## src/rtl/prio_encoder_8b.sv

```systemverilog
// Registered 8-bit priority encoder: index of the highest set bit plus a valid flag.
// Optional registered one-hot grant output when PRIO_ENC_GRANT_EN is defined.
module prio_encoder_8b (
   input  logic       clk,
   input  logic       rst_n,
   input  logic [7:0] in,
   output logic [2:0] out,
   output logic       valid
`ifdef PRIO_ENC_GRANT_EN
   ,
   output logic [7:0] grant
`endif
);

   logic [2:0] idx;
   logic       any;
   logic [2:0] out_d, out_q;
   logic       valid_d, valid_q;

   // Ascending scan: later (higher) set bits overwrite lower ones, so bit 7 wins.
   always_comb begin
      idx = '0;
      for (int unsigned i = 0; i < 8; i++) begin
         if (in[i]) idx = 3'(i);
      end
      any     = |in;
      out_d   = any ? idx : '0;
      valid_d = any;
   end

   always_ff @(posedge clk) begin
      if (!rst_n) begin
         out_q   <= '0;
         valid_q <= 1'b0;
      end else begin
         out_q   <= out_d;
         valid_q <= valid_d;
      end
   end

   assign out   = out_q;
   assign valid = valid_q;

`ifdef PRIO_ENC_GRANT_EN
   logic [7:0] grant_d, grant_q;

   always_comb begin
      grant_d = any ? (8'b1 << idx) : '0;
   end

   always_ff @(posedge clk) begin
      if (!rst_n) grant_q <= '0;
      else        grant_q <= grant_d;
   end

   assign grant = grant_q;
`endif

endmodule

```

## config.mk

```make
export PLATFORM = sky130hd
export DESIGN_NAME = prio_encoder_8b
export DESIGN_NICKNAME = d
export VERILOG_FILES = /design/src/rtl/prio_encoder_8b.sv
export SDC_FILE = /design/constraint.sdc
export NUM_CORES = 1
export LEC_CHECK = 0
export CAP_MARGIN = 20
export CELL_PAD_IN_SITES_DETAIL_PLACEMENT = 2
export CELL_PAD_IN_SITES_GLOBAL_PLACEMENT = 2
export CORE_AREA = 2 2 39 41
export CTS_BUF_LIST = sky130_fd_sc_hd__clkbuf_8
export DETAILED_ROUTE_END_ITERATION = 10
export DIE_AREA = 0 0 41 43
export PLACE_DENSITY = 0.78
export SLEW_MARGIN = 5
export SYNTH_ARGS = -nofsm -noshare
export SYNTH_HDL_FRONTEND = slang
export SYNTH_SLANG_ARGS = --single-unit
```

## constraint.sdc

```tcl
create_clock -name clk -period 0.91 [get_ports clk]
set_input_delay 0.2275 -clock clk [delete_from_list [all_inputs] [get_ports clk]]
set_output_delay 0.2275 -clock clk [all_outputs]
set_load 0.005 [all_outputs]
```

==> results.toml <==
[synthesis]
synth_cells = 18
synth_compound_gate_area_share = 0.205
netlist.top_cell.by_area = "sky130_fd_sc_hd__dfxtp_1"
synth.yosys.seq_area_share = 0.504
dominant_combinational_cell_family_by_area_after_synthesis = "simple AND/OR/NAND/NOR gates"
post_synth_xor_area_fraction = 0
synth_adder_area_share = 0
yosysUniqueCellTypes = 11
synth_simple_gate_area_frac = 0.244
post_synth_mux_area_share = 0
ys.warnings.count = 0
leading_cell_types_by_count_after_synthesis = "sky130_fd_sc_hd__dfxtp_1, sky130_fd_sc_hd__nor2_1, sky130_fd_sc_hd__inv_1"
synthesized_net_count = 28
ys.flop_type = "sky130_fd_sc_hd__dfxtp_1"
synth.cell_area_um2 = 159
syn-mean-instance-area_um2 = 8.83
count_of_flip_flops_with_a_built_in_enable_after_synthesis = 0
netlist_top_cells_area = "sky130_fd_sc_hd__dfxtp_1, sky130_fd_sc_hd__nor2_1, sky130_fd_sc_hd__nor4_2"
synth_top_area_frac = 0.504
ys_async_sr_fraction = 0
post_synthesis_sequential_element_count = 4

[global_route]
antenna_violations_before_repair = 0
first_global_vias = 222
gr-total-overflow = 0
pin_count_of_the_biggest_net_entering_global_routing = 4
grt_util_all_layers = 0.0781
grt_pass1_wl_um = 828

[cts]
cts_tree = "built"
cts_made_buffers = 3
cts_hold_buffers = 0
cts-root-buf = "sky130_fd_sc_hd__clkbuf_8"
cts.sink_count = 4
clock_tree.htree_level_count = 1
post_cts_clock_slew_at_the_launch_and_capture_registers_of_the_worst_setup_and_hold_paths_ns = 0.03
cts.repair_timing.setup_buffer_count = 0
maximum_buffer_depth_of_the_clock_tree = 2

[status]
run_status = "finished, final reports clean"

[place]
placement.setup.worst_slack_ns = -0.542
place.gp.congestion = 0.649
place.port_buffers = 13

[detailed_routing]
count_of_tritonroute_iterations_in_the_first_routing_pass = 1
drt_iter0_drc = 0
detailroute.via_count = 203
route.detailed.vias_per_inst = 3.83
remaining_drc_errors = 0
routedWlPerCell_um = 9.40
detail_route.wirelength_um = 498
postRouteAntennaNets = 0

[sta]
fmaxAchievable_ghz = 1.19
post-route-period-util = 0.926
rsz0062_at_grt = "no"
final.hold.worst_slack_ns = 0.282
final-max-slew-violation-count = 0
fin_setup_tns_ns = 0
post-route-worst-setup-slack_ns = 0.0670
post-route-min-period_ns = 0.843
worst-slew-pin-transition_ns = 0.207
hold_viol_final = 0
timing.slew.headroom = 0.860
final-setup-viol-count = 0

[worst_setup_path]
timing.critical_path.to_type = "primary output"
cp_data_arrival_time_ns = 0.62
cpLargestDelayFamily = "flip-flops"
cell_with_the_largest_stage_delay_on_the_worst_path = "sky130_fd_sc_hd__dfxtp_1"
critPathBufInv = 1
worstPathRequired_ns = 0.68
setup.worst_path.end = "valid"
cp-startpoint = "valid$_SDFF_PN0_"
start_kind = "register"
worst_path_largest_cell_delay_ns = 0.29
crit_path_cell_trace = "buf_2"
type_of_the_worst_setup_path = "reg2out"
cell_depth_of_the_worst_setup_path = 1
crit_fanout = 1

[floorplan]
ports = 14
core_um2 = 1380
fp.dieArea_um2 = 1760
row_count = 14
die-height_um = 43
floorplan.initialDensity = 0.115
dieWidth_um = 41

[pwr]
total_power_uw = 641
power.ir.vdd_worst_mv = 0.304
power_leakage_uw = 0.000162
power_density_nw_per_um2 = 1880

[worst_hold_path]
worstHoldPathType = "in2reg"
timing.hold.worst_path_depth = 3

[cells_and_area]
flow.area_growth_from_synthesis_pct = 115
drive_above_1_share = 0.459
n_antenna_cell = 0
finish.net_count = 49
utilization = 0.247

[run]
max-cap-violations = 0
-- tightest hold or removal path: cells and delay by family --
kind          cells  cell delay, ns
buf+inv           1            0.11
simple gates      2            0.12
-- area by class of cell --
cell class	count	area, um2
repair buffers	16	106
clock buffers	3	41.3
fillers	175	1040
well taps	16	20.0
inverters	2	7.51
flip-flops and latches	4	80.1
multi-input cells	12	86.3
-- what timing repair did --
item,4_1_cts,5_1_grt
resized for setup,36,3
endpoints found under the setup margin,8,1
pin swaps,4,2
-- power by group --
group | internal [uW] | total (uW) | switching, uW | leakage, uW
logic | 46.3 | 82.9 | 36.6 | 0.000107
registers | 188 | 190 | 2.07 | 0.0000337
clock network | 281 | 368 | 86.2 | 0.0000216
total | 516 | 641 | 125 | 0.000162
-- stage by stage --
| stage | instances | cell area (um2) |
|---|---|---|
| 2_1_floorplan | 18 | 159 |
| 5_1_grt | 53 | 342 |
| 4_1_cts | 53 | 350 |
| 3_5_place_dp | 50 | 332 |
| 3_3_place_gp | 50 | 332 |
| 6_report | 53 | 342 |
-- flip-flops by register name, indices dropped and copies added, names as in the netlist --
signal  count
out         3
valid       1
-- metal layers --
| metal | vias up | global-route usage | part of all wire |
|---|---|---|---|
| met5 | - | 0 | 0 |
| met4 | 0 | 0.120 | 0.070 |
| met3 | 4 | 0.0314 | 0.12 |
| met2 | 12 | 0.0969 | 0.45 |
| met1 | 87 | 0.0732 | 0.35 |
| li1 | 100 | - | - |
-- placed cells by master, fill, tap and decap left out --
cell,instances
sky130_fd_sc_hd__buf_2,6
sky130_fd_sc_hd__dlygate4sd2_1,5
sky130_fd_sc_hd__dfxtp_1,4
sky130_fd_sc_hd__nor2_1,3
sky130_fd_sc_hd__clkbuf_8,3
sky130_fd_sc_hd__buf_4,3
sky130_fd_sc_hd__inv_1,2
sky130_fd_sc_hd__clkbuf_2,2
sky130_fd_sc_hd__nor2_2,1
sky130_fd_sc_hd__nor3_1,1
sky130_fd_sc_hd__o31a_1,1
sky130_fd_sc_hd__nor2b_1,1
sky130_fd_sc_hd__o21ai_0,1
sky130_fd_sc_hd__a21oi_1,1
sky130_fd_sc_hd__nor4_4,1
sky130_fd_sc_hd__a31oi_1,1
sky130_fd_sc_hd__a21boi_2,1
-- cell families (layout without fill, tap and decap cells) --
| logic type | count (synthesis) | in the layout |
|---|---|---|
| AO/OA/AOI/OAI | 5 | 5 |
| AND/OR/NAND/NOR | 7 | 7 |
| buffers and inverters | 2 | 21 |
| flip-flops | 4 | 4 |
-- how the worst min path moves through the flow --
stage | from | to
global route | in[7] | out[2]$_SDFF_PN0_
finish | in[7] | out[2]$_SDFF_PN0_
floorplan | in[5] | out[2]$_SDFF_PN0_
global placement | rst_n | out[1]$_SDFF_PN0_
detailed placement | rst_n | out[1]$_SDFF_PN0_
CTS | in[7] | out[2]$_SDFF_PN0_
Note: power is estimated with default switching activity, not from simulation.
